File: config.mk
export PLATFORM = sky130hd
export DESIGN_NAME = chunked_add_seq
export DESIGN_NICKNAME = d
export VERILOG_FILES = /design/src/rtl/add_seq_pkg.sv /design/src/rtl/add_slice.sv /design/src/rtl/chunked_add_seq.sv
export SDC_FILE = /design/constraint.sdc
export NUM_CORES = 1
export LEC_CHECK = 0
export CAP_MARGIN = 15
export CORE_ASPECT_RATIO = 1.5
export CORE_MARGIN = 2
export CORE_UTILIZATION = 51
export CTS_CLUSTER_DIAMETER = 100
export DETAILED_ROUTE_END_ITERATION = 8
export PLACE_DENSITY = 0.78
export SYNTH_ARGS = -nofsm -noshare
export SYNTH_HDL_FRONTEND = slang
export SYNTH_SLANG_ARGS = --single-unit
File: constraint.sdc
create_clock -name clk -period 4 [get_ports clk]
set_input_delay 0.8 -clock clk [delete_from_list [all_inputs] [get_ports clk]]
set_output_delay 0.8 -clock clk [all_outputs]
set_load 0.05 [all_outputs]
File: src/rtl/add_seq_pkg.sv
// rtl/add_seq_pkg.sv - shared types and sizing helpers for the chunked adder sequencer
//   Contents: sequencer state enum, chunk-count and chunk-index-width helpers.
package add_seq_pkg;

   typedef enum logic [1:0] {IDLE, RUN, DONE} add_seq_state_t;

   // Number of CHUNK-wide slices needed to cover WIDTH bits.
   function automatic int nchunk(input int width, input int chunk);
      return width / chunk;
   endfunction

   // Width of the chunk index; at least one bit so a single-chunk build still has a counter.
   function automatic int idx_width(input int width, input int chunk);
      int n;
      n = nchunk(width, chunk);
      return (n <= 1) ? 1 : $clog2(n);
   endfunction

endpackage

File: src/rtl/add_slice.sv
// rtl/add_slice.sv - combinational CHUNK-bit ripple-carry adder slice
//   a, b : CHUNK-bit addends     ci : carry in
//   s    : CHUNK-bit sum         co : carry out of the top bit
module add_slice #(
   parameter int CHUNK = 3
) (
   input  logic [CHUNK-1:0] a,
   input  logic [CHUNK-1:0] b,
   input  logic             ci,
   output logic [CHUNK-1:0] s,
   output logic             co
);

   logic [CHUNK:0] c;

   // Chain of full adders, bit 0 first.
   always_comb begin
      c    = '0;
      s    = '0;
      c[0] = ci;
      for (int i = 0; i < CHUNK; i++) begin
         s[i]   = a[i] ^ b[i] ^ c[i];
         c[i+1] = (a[i] & b[i]) | (c[i] & (a[i] ^ b[i]));
      end
      co = c[CHUNK];
   end

endmodule

File: src/rtl/chunked_add_seq.sv
// rtl/chunked_add_seq.sv - multi-cycle adder reusing one CHUNK-bit slice, LSB chunk first
//   clk, rst_n           : clock, synchronous active-low reset
//   in_valid/in_ready    : operand handshake (a, b, cin)
//   out_valid/out_ready  : result handshake (sum, cout)
//   sum, cout            : (a + b + cin) mod 2^WIDTH and the carry out of bit WIDTH-1
module chunked_add_seq
   import add_seq_pkg::*;
#(
   parameter int WIDTH = 12,
   parameter int CHUNK = 3
) (
   input  logic             clk,
   input  logic             rst_n,
   input  logic             in_valid,
   output logic             in_ready,
   input  logic [WIDTH-1:0] a,
   input  logic [WIDTH-1:0] b,
   input  logic             cin,
   output logic             out_valid,
   input  logic             out_ready,
   output logic [WIDTH-1:0] sum,
   output logic             cout
);

   localparam int NCHUNK = nchunk(WIDTH, CHUNK);
   localparam int IDX_W  = idx_width(WIDTH, CHUNK);

   if (CHUNK < 1 || (WIDTH % CHUNK) != 0) begin : g_bad_cfg
      $error("chunked_add_seq: WIDTH must be a positive multiple of CHUNK");
   end

   add_seq_state_t    state_q;
   logic [IDX_W-1:0]  idx_q;
   logic [WIDTH-1:0]  a_q;
   logic [WIDTH-1:0]  b_q;
   logic              carry_q;
   // work_q collects partial sums during RUN so sum_q keeps the previous
   // result visible until the new one is complete.
   logic [WIDTH-1:0]  work_q;
   logic [WIDTH-1:0]  work_d;
   logic [WIDTH-1:0]  sum_q;
   logic              cout_q;

   logic [CHUNK-1:0]  slice_a;
   logic [CHUNK-1:0]  slice_b;
   logic [CHUNK-1:0]  slice_s;
   logic              slice_co;
   logic              last_chunk;

   always_comb begin
      slice_a = '0;
      slice_b = '0;
      for (int i = 0; i < NCHUNK; i++) begin
         if (idx_q == IDX_W'(i)) begin
            slice_a = a_q[i*CHUNK +: CHUNK];
            slice_b = b_q[i*CHUNK +: CHUNK];
         end
      end
   end

   add_slice #(.CHUNK(CHUNK)) u_slice (
      .a  (slice_a),
      .b  (slice_b),
      .ci (carry_q),
      .s  (slice_s),
      .co (slice_co)
   );

   always_comb begin
      work_d = work_q;
      for (int i = 0; i < NCHUNK; i++) begin
         if (idx_q == IDX_W'(i)) begin
            work_d[i*CHUNK +: CHUNK] = slice_s;
         end
      end
   end

   assign last_chunk = (idx_q == IDX_W'(NCHUNK - 1));

   always_ff @(posedge clk) begin
      if (!rst_n) begin
         state_q <= IDLE;
         idx_q   <= '0;
         a_q     <= '0;
         b_q     <= '0;
         carry_q <= 1'b0;
         work_q  <= '0;
         sum_q   <= '0;
         cout_q  <= 1'b0;
      end else begin
         case (state_q)
            IDLE: begin
               if (in_valid) begin
                  a_q     <= a;
                  b_q     <= b;
                  carry_q <= cin;
                  idx_q   <= '0;
                  state_q <= RUN;
               end
            end
            RUN: begin
               work_q  <= work_d;
               carry_q <= slice_co;
               if (last_chunk) begin
                  sum_q   <= work_d;
                  cout_q  <= slice_co;
                  state_q <= DONE;
               end else begin
                  idx_q <= idx_q + 1'b1;
               end
            end
            DONE: begin
               if (out_ready) begin
                  state_q <= IDLE;
               end
            end
            default: state_q <= IDLE;
         endcase
      end
   end

   assign in_ready  = (state_q == IDLE);
   assign out_valid = (state_q == DONE);
   assign sum       = sum_q;
   assign cout      = cout_q;

endmodule

== Word level (Yosys, flattened, before mapping) ==
Index checks and enable logic that the tools add are counted.

* Flip-flop bits (word level): 54
* Bits of input ports: 29
* Output and inout bits: 15

* Add/sub/neg operators: 1
* Equal/unequal tests: 9
* Muxes and demuxes: 21
* Bitwise gates (word level): 15
* Reduce and logical (&&, ||, !) cells: 8

{| class="wikitable"
|+ Operators with widths
! operator !! number
|-
| 3-bit two-way mux || 12
|-
| 2-bit two-way mux || 5
|-
| 1-bit bitwise AND || 6
|-
| 2-bit == test (second input constant) || 3
|-
| 2-bit != test (second input constant) || 3
|-
| 2-bit one-hot mux with 3 select lines || 1
|-
| 2-bit AND reduction || 3
|-
| 3-bit AND reduction || 2
|-
| 1-bit XOR || 6
|-
| 2-bit by 1-bit == test with 1-bit output (second input constant) || 2
|-
| 2-bit zero test || 2
|-
| 2-bit one-hot mux with 2 select lines || 1
|-
| 1-bit bitwise OR || 3
|-
| 2-bit by 1-bit adder with 2-bit output (second input constant) || 1
|-
| 2-bit by 1-bit != test with 1-bit output (second input constant) || 1
|-
| 1-bit one-hot mux with 2 select lines || 1
|-
| 2-bit nonzero test || 1
|-
| 1-bit two-way mux || 1
|}

== Logic depth before layout (Yosys ltp) ==
Gate-level depths: netlist of the first run.

* Depth after elaboration: 13
* Depth in mapped cells: 13
* Mapped depth without buffers: 11

== Modules after synthesis ==
Synthesis of the first run repeated with hierarchy kept, for this count alone.

* Cells, all modules: 283
* Area total of the unflattened synthesis: 2498.6 sq um

{| class="wikitable"
|+ Modules (own cells, without submodules)
! module !! times used !! cells each !! area each (sq um)
|-
| chunked_add_seq || 1 || 270 || 2401.1
|-
| add_slice || 1 || 13 || 97.6
|}

== Worst setup path before layout of the first run ==
OpenSTA, ideal clock, no wires.

* Path type: flip-flop to flip-flop
* From: reg idx_q[0]
* To: reg sum_q[8], in the netlist sum[8]
* Arrival time: 2.788 ns
* Required time: 3.921 ns
* Path slack: 1.133 ns
* Stages on the path, launching flop included: 14
* Path buffers: 2
* Clock period less this slack: 2.867 ns
* Path through: dfxtp_1 > inv_1 > ha_1 > buf_2 > buf_2 > a21oi_1 > o21ai_0 > a22oi_1 > fa_1 > inv_1 > fa_1 > fa_1 > mux2i_1 > a211oi_2

* Longest elaborated chain between the ends: 12
* Elaborated cells on any way between the ends: 24
* Classes of those cells: eq/ne (3); mux (9); bitwise (10); reduce/logical (2)

{| class="wikitable"
|+ Ends and longest elaborated chain
! element !! RTL line !! source
|-
| start, declared || chunked_add_seq.sv:33 || <nowiki>logic [IDX_W-1:0] idx_q;</nowiki>
|-
| start signal, assigned || chunked_add_seq.sv:109 || <nowiki>idx_q <= idx_q + 1'b1;</nowiki>
|-
| 2-bit zero test || chunked_add_seq.sv:54 || <nowiki>if (idx_q == IDX_W'(i)) begin</nowiki>
|-
| 3-bit two-way mux (4 in a row) || chunked_add_seq.sv:54 ||
|-
| 1-bit XOR || add_slice.sv:23 || <nowiki>c[i+1] = (a[i] & b[i]) | (c[i] & (a[i] ^ b[i]));</nowiki>
|-
| 1-bit bitwise AND || add_slice.sv:23 ||
|-
| 1-bit bitwise OR || add_slice.sv:23 ||
|-
| 1-bit bitwise AND || add_slice.sv:23 ||
|-
| 1-bit bitwise OR || add_slice.sv:23 ||
|-
| 1-bit XOR || add_slice.sv:22 || <nowiki>s[i] = a[i] ^ b[i] ^ c[i];</nowiki>
|-
| 3-bit two-way mux || chunked_add_seq.sv:72 || <nowiki>if (idx_q == IDX_W'(i)) begin</nowiki>
|-
| end signal, assigned || chunked_add_seq.sv:105 || <nowiki>sum_q <= work_d;</nowiki>
|-
| end, declared || chunked_add_seq.sv:41 || <nowiki>logic [WIDTH-1:0] sum_q;</nowiki>
|}

Parallel ways exist; a longest one is shown, timed or not.
A chain may end at the register's enable or synchronous reset.

== Worst setup path after layout of the first run ==
* From: reg idx_q[0]
* To: reg sum_q[5], in the netlist sum[5]

Same word-level chain as after synthesis.

==> flow_metrics.env, run 1 <==
export IMPL_critPathMaxFanout=19
export IMPL_drt_wl_total_mm=4.54
export IMPL_cpMostUsedCell="fa_1"
export IMPL_tightest_slew_ns=0.895
export IMPL_io_pins=44
export IMPL_fin_util=0.624
export IMPL_cts_htree_levels=2
export IMPL_synth_cell_types=34
export IMPL_critical_path_endpoint_type="flop"
export IMPL_firstDrtPassIters=4
export IMPL_drt_initial_drc_count=64
export IMPL_syn_inst=279
export IMPL_p_leak_nw=1.03
export IMPL_rsz0062_at_grt="false"
export IMPL_cts_sinks=51
export IMPL_p_switching_uw=261
export IMPL_cts_root_buffer="clkbuf_8"
export IMPL_worstHoldStart="sum[3]$_SDFFE_PN0P_"
export IMPL_max_slew_margin=0.403
export IMPL_numCtsBuffers=5
export IMPL_ir_worst_vdd_v=0.000274
export IMPL_timing_hold_ws_ns=0.455
export IMPL_rows=30
export IMPL_areaGrowthSynthToFinish_pct=19.5
export IMPL_core_area_sq_mm=0.00447
export IMPL_yosysSeqAreaShare=0.438
export IMPL_power_internal_uw=725
export IMPL_synth_edff_count=0
export IMPL_startpoint_type="flop"
export IMPL_fin_crit_sh=0.798
export IMPL_cp_slowest_cell="fa_1"
export IMPL_cts_buffer_depth=2
export IMPL_synth_top_area_frac=0.438
export IMPL_grt_pass1_vias=1876
export IMPL_clock_latency_ns=0.30
export IMPL_fin_skew_ns=0.00685
export IMPL_maxCapViolations=0
export IMPL_postCtsSetupBuffers=0
export IMPL_hp_class="flop to flop"
export IMPL_yosysWarnings=0
export IMPL_overflow=0
export IMPL_total_power_uw=986
export IMPL_final_layout_size_suffix_gt1_frac=0.0452
export IMPL_die_width_microns=59.2
export IMPL_synth_area_top_cells="dfxtp_1 (44%), nand2_1 (11%), a21oi_1 (9.9%)"
export IMPL_m1WireLength_mm=1.91
export IMPL_drtAntennaViolNets=0
export IMPL_portBuffers=43
export IMPL_top_layer="met4"
export IMPL_ys_flop_type="dfxtp_1"
export IMPL_via_count=1938
export IMPL_grt_pass1_wl_mm=7.89
export IMPL_crit_start="idx_q[0]$_SDFFE_PN0P_"
export IMPL_grt_max_degree=30
export IMPL_power_density_mw_per_mm2=354
export IMPL_path_buf_inv=2
export IMPL_combPwrFrac=0.164
export IMPL_yosys_cell_count_top_type="nand2_1"
export IMPL_dieArea_sq_mm=0.00514
export IMPL_crit_chain="inv_1, ha_1, a21oi_1, a22oi_1, fa_1, inv_1, fa_1, fa_1, mux2i_1, a211oi_1"
export IMPL_clkTransAtPathRegs_ns=0.09
export IMPL_p_sw_frac=0.265
export IMPL_setup_viol=0
export IMPL_slowest_delay_ns=0.62
export IMPL_num_fill_cells=398
export IMPL_grt_total_usage=0.196
export IMPL_async_flop_share=0
export IMPL_die_height_microns=86.8
export IMPL_synth_nets=315
export IMPL_avgViaCountPerCell=5.41
export IMPL_synth_common_cells="nand2_1 (70), dfxtp_1 (51), a21oi_1 (46), nor2_1 (16), mux2i_1 (13)"
export IMPL_nets=345
export IMPL_status="complete, no violations"
export IMPL_diodes=0
export IMPL_crit_required_ns=4.21
export IMPL_synth_area_sq_mm=0.00233
export IMPL_cts_resized=0
export IMPL_fin_crit_ns=3.19
export IMPL_hold_viol=0
export IMPL_wl_met2_mm=2.43
export IMPL_seq_area_sq_mm=0.00102
export IMPL_ys_ff_latch=51
export IMPL_crit_family="adder cells"
export IMPL_dpl_hpwl_mm=3.29
export IMPL_clkPwrFrac=0.286
export IMPL_criticalPathCategory="flop to flop"
export IMPL_met3_length_microns=115
export IMPL_power_frac_seq=0.550
export IMPL_wl_per_cell_microns=12.7
export IMPL_tritoncts="done"
export IMPL_synth_top_cell_by_area="dfxtp_1"
export IMPL_r2r_setup_slack_ns=0.81
export IMPL_multi_input_area_sq_mm=0.00113
export IMPL_r2r_start="idx_q[0]$_SDFFE_PN0P_"
export IMPL_drcViolationCount=0
export IMPL_setup_tns_ns=0
export IMPL_fmax_ghz=0.313
export IMPL_antenna_found_initial=0
export IMPL_gp_routability_congestion=0.784
export IMPL_avgSynthCellArea_sq_um=8.36
export IMPL_cp_data_arrival_time_ns=3.40
export IMPL_ctsHoldBuffers=0
export IMPL_drv_slew=0
export IMPL_start_util=0.522
worst reg2reg max path: stages (launching register included):
cell      delay, ns
dfxtp_1        0.34
inv_1          0.11
ha_1           0.61
a21oi_1        0.17
a22oi_1        0.24
fa_1           0.21
inv_1          0.05
fa_1           0.38
fa_1           0.62
mux2i_1        0.12
a211oi_1       0.26
layout make-up:
cell class / count / share of cell area
Clock buffer: 7 / 0.0274
Clock inverter: 1 / 0.00180
Inverter: 13 / 0.0175
Multi-Input combinational cell: 193 / 0.405
Sequential cell: 51 / 0.366
Tap cell: 48 / 0.0216
Timing Repair Buffer: 45 / 0.160
power by group through the flow:
stage	Clock, mW	Sequential [mW]	Combinational [mW]
final	0.282	0.543	0.162
after global routing	0.307	0.546	0.182
after CTS	0.286	0.543	0.164
after detailed placement	0	0.555	0.163
after global placement	0	0.554	0.160
after floorplan	0	0.551	0.117
worst paths after layout:
path / depth (start not counted) / endpoint
setup / recovery: 10 / sum[5]$_SDFFE_PN0P_
hold / removal: 2 / sum[3]$_SDFFE_PN0P_
setup reg to reg: 10 / sum[5]$_SDFFE_PN0P_
hold reg to reg: 2 / sum[3]$_SDFFE_PN0P_
layout by cell type, fill, tap and decap left out:
cell type        Yosys  final
nand2_1             70     70
fa_1                 3      3
a21oi_1             46     46
nor2_1              16     16
a211oi_2             3      3
o22ai_1              1      1
clkbuf_8             0      5
mux2i_1             13     13
nand3b_1             4      4
nor2b_1              1      1
or3b_1               2      2
a211oi_1             3      3
and2b_1              1      1
o32ai_1              1      1
nor3_1               1      1
a2111oi_2            1      1
a22o_1               4      4
clkinv_1             1      1
clkinv_2             0      1
nor3_2               1      1
a311oi_1             3      3
a21o_1               1      1
ha_1                 4      4
nor3b_4              1      1
buf_4                2      2
dfxtp_1             51     51
a22oi_1              2      2
clkbuf_1             6      2
inv_1               12     12
nand2b_1             1      1
clkdlybuf4s50_1      0     43
o211ai_1             3      3
o21ai_0              6      6
and3b_1              1      1
stage by stage:
stage	area [sq um]	worst slack (ns)	std cells
after floorplan	2330	1.13	279
after global placement	2710	0.987	350
after detailed placement	2710	0.849	350
after global routing	2790	0.602	358
after CTS	2790	0.832	358
final	2790	0.809	358
state kept, by name (all words and copies together) (netlist names):
register	count
sum	12
work_q	9
idx_q	2
carry_q	1
a_q	12
cout	1
b_q	12
state_q	2
logic make-up (layout without fill, tap and decap cells):
group                      after synthesis  after routing  share of synthesized area
adders and majority gates                7              7                     0.0472
DFF                                     51             51                      0.438
muxes                                   13             13                     0.0558
and+or+nand+nor                         99             99                      0.186
AOI/OAI and AO/OA                       74             74                      0.196
buffers and inverters                   35             66                     0.0778
layer usage:
layer,vias up,global-route usage
met5,-,0
met4,0,0.0847
met3,8,0.0373
met2,37,0.351
met1,894,0.219
li1,999,-
Note: power is estimated with default switching activity, not from simulation.
==> inputs of run 2 (changes only) <==
Settings changed: CORE_UTILIZATION 51 to 46, PLACE_DENSITY 0.78 to 0.75.
Clock period 4 ns to 2.7 ns, I/O delays scaled along.
==> flow_metrics.env, run 2 (synthesis results as in run 1) <==
export IMPL_status="complete, no violations"
export IMPL_drtAntennaViolNets=0
export IMPL_top_layer="met4"
export IMPL_crit_chain="inv_4, ha_4, a21oi_2, o21ai_1, a22oi_2, fa_2, inv_2, fa_2, fa_2, mux2i_1, a211oi_2"
export IMPL_numCtsBuffers=5
export IMPL_gp_routability_congestion=0.807
export IMPL_setup_viol=0
export IMPL_rsz0062_at_grt="true"
export IMPL_critical_path_endpoint_type="flop"
export IMPL_ir_worst_vdd_v=0.000336
export IMPL_grt_max_degree=29
export IMPL_grt_pass1_vias=1953
export IMPL_maxCapViolations=0
export IMPL_nets=356
export IMPL_portBuffers=43
export IMPL_grt_total_usage=0.192
export IMPL_cp_slowest_cell="fa_2"
export IMPL_dieArea_sq_mm=0.00567
export IMPL_final_setup_worst_slack_ns=0.0449
export IMPL_path_buf_inv=2
export IMPL_tritoncts="done"
export IMPL_via_count=2001
export IMPL_drt_wl_total_mm=5.01
export IMPL_die_width_microns=62.1
export IMPL_seq_area_sq_mm=0.00103
export IMPL_met3_length_microns=151
export IMPL_overflow=0
export IMPL_die_height_microns=91.2
export IMPL_cpMostUsedCell="fa_2"
export IMPL_firstDrtPassIters=4
export IMPL_grt_pass1_wl_mm=8.74
export IMPL_cts_sinks=51
export IMPL_clkTransAtPathRegs_ns=0.09
export IMPL_crit_required_ns=2.93
export IMPL_timing_hold_ws_ns=0.458
export IMPL_p_leak_nw=1.10
export IMPL_dpl_hpwl_mm=3.65
export IMPL_drv_slew=0
export IMPL_power_density_mw_per_mm2=538
export IMPL_cp_data_arrival_time_ns=2.88
export IMPL_num_fill_cells=407
export IMPL_rows=31
export IMPL_hold_viol=0
export IMPL_io_pins=44
export IMPL_clock_latency_ns=0.30
export IMPL_m1WireLength_mm=2.06
export IMPL_total_power_mw=1.62
export IMPL_fin_crit_sh=0.983
export IMPL_diodes=0
export IMPL_antenna_found_initial=0
export IMPL_cts_htree_levels=2
export IMPL_start_util=0.481
export IMPL_avgViaCountPerCell=5.17
export IMPL_crit_family="adder cells"
export IMPL_cts_buffer_depth=2
export IMPL_layout_common_cells="nand2_1 (70), dfxtp_1 (49), a21oi_1 (44)"
export IMPL_tightest_slew_ns=0.747
export IMPL_critPathMaxFanout=7
export IMPL_max_slew_margin=0.502
export IMPL_drt_initial_drc_count=48
export IMPL_multi_input_area_sq_mm=0.00120
export IMPL_drcViolationCount=0
export IMPL_fin_crit_ns=2.66
export IMPL_hp_class="flop to flop"
export IMPL_startpoint_type="flop"
export IMPL_criticalPathCategory="flop to flop"
export IMPL_dp_slack_ns=0.0375
export IMPL_final_common_cell="nand2_1"
export IMPL_wl_per_cell_microns=13.0
export IMPL_slowest_delay_ns=0.63
export IMPL_core_area_sq_mm=0.00485
export IMPL_wl_met2_mm=2.67
export IMPL_cts_root_buffer="clkbuf_8"
export IMPL_areaGrowthSynthToFinish_pct=29.2
export IMPL_fmax_ghz=0.377
export IMPL_final_layout_size_suffix_gt1_frac=0.146
export IMPL_fin_skew_ns=0.00402
run 2: cell types whose count changed in the layout (fill, tap and decap cells not counted), sizes merged:
cell,previous run,this run
buf,2,13
bufinv,0,1
clkbuf,7,6
run 2: metal layers:
| metal | global-route usage | vias up |
|---|---|---|
| met4 | 0.0926 | 0 |
| li1 | - | 1016 |
| met5 | 0 | - |
| met1 | 0.215 | 934 |
| met2 | 0.346 | 41 |
| met3 | 0.0359 | 10 |
run 2: worst register-to-register path, cell delays in order, from the launching register on:
cell,delay [ns]
dfxtp_4,0.39
inv_4,0.05
ha_4,0.17
a21oi_2,0.15
o21ai_1,0.10
a22oi_2,0.19
fa_2,0.24
inv_2,0.04
fa_2,0.34
fa_2,0.63
mux2i_1,0.11
a211oi_2,0.18
run 2: report_power, final:
part / internal (mW) / total (mW) / switching (mW)
logic: 0.130 / 0.273 / 0.143
registers: 0.783 / 0.807 / 0.0236
clock network: 0.300 / 0.541 / 0.241
total: 1.21 / 1.62 / 0.408
run 2: per-stage QoR:
| stage | utilization | cell area [sq um] | TNS (ns) | std cells |
|---|---|---|---|---|
| 2_1_floorplan | - | 2380 | 0 | 279 |
| 3_3_place_gp | 0.581 | 2820 | 0 | 377 |
| 3_5_place_dp | 0.581 | 2820 | 0 | 377 |
| 4_1_cts | 0.614 | 2980 | 0 | 386 |
| 5_1_grt | 0.622 | 3010 | -0.169 | 387 |
| 6_report | 0.622 | 3010 | 0 | 387 |
run 2: repair_timing:
item / 4_1_cts / 5_1_grt
hold buffers: 0 / 0
endpoints found under the setup margin: 1 / 3
hold endpoints to repair: 0 / 0
resized for setup: 7 / 11
gates cloned: 0 / 0
buffers inserted: 1 / 1
pin swaps: 5 / 4
run 2: area by class of cell:
type / instances / area share
tap: 66 / 0.0274
clock inverter: 2 / 0.0116
sequential: 51 / 0.341
inverter: 13 / 0.0170
timing repair buffer: 56 / 0.176
multi-input combinational: 193 / 0.399
clock buffer: 6 / 0.0274
run 2: path summary, 6_finish.rpt:
check        slack (ns)             startpoint              endpoint  cells after the start
max                0.04  idx_q[1]$_SDFFE_PN0P_   sum[2]$_SDFFE_PN0P_                     11
min                0.46   sum[10]$_SDFFE_PN0P_  sum[10]$_SDFFE_PN0P_                      2
max reg2reg        0.04  idx_q[1]$_SDFFE_PN0P_   sum[2]$_SDFFE_PN0P_                     11
min reg2reg        0.46   sum[10]$_SDFFE_PN0P_  sum[10]$_SDFFE_PN0P_                      2
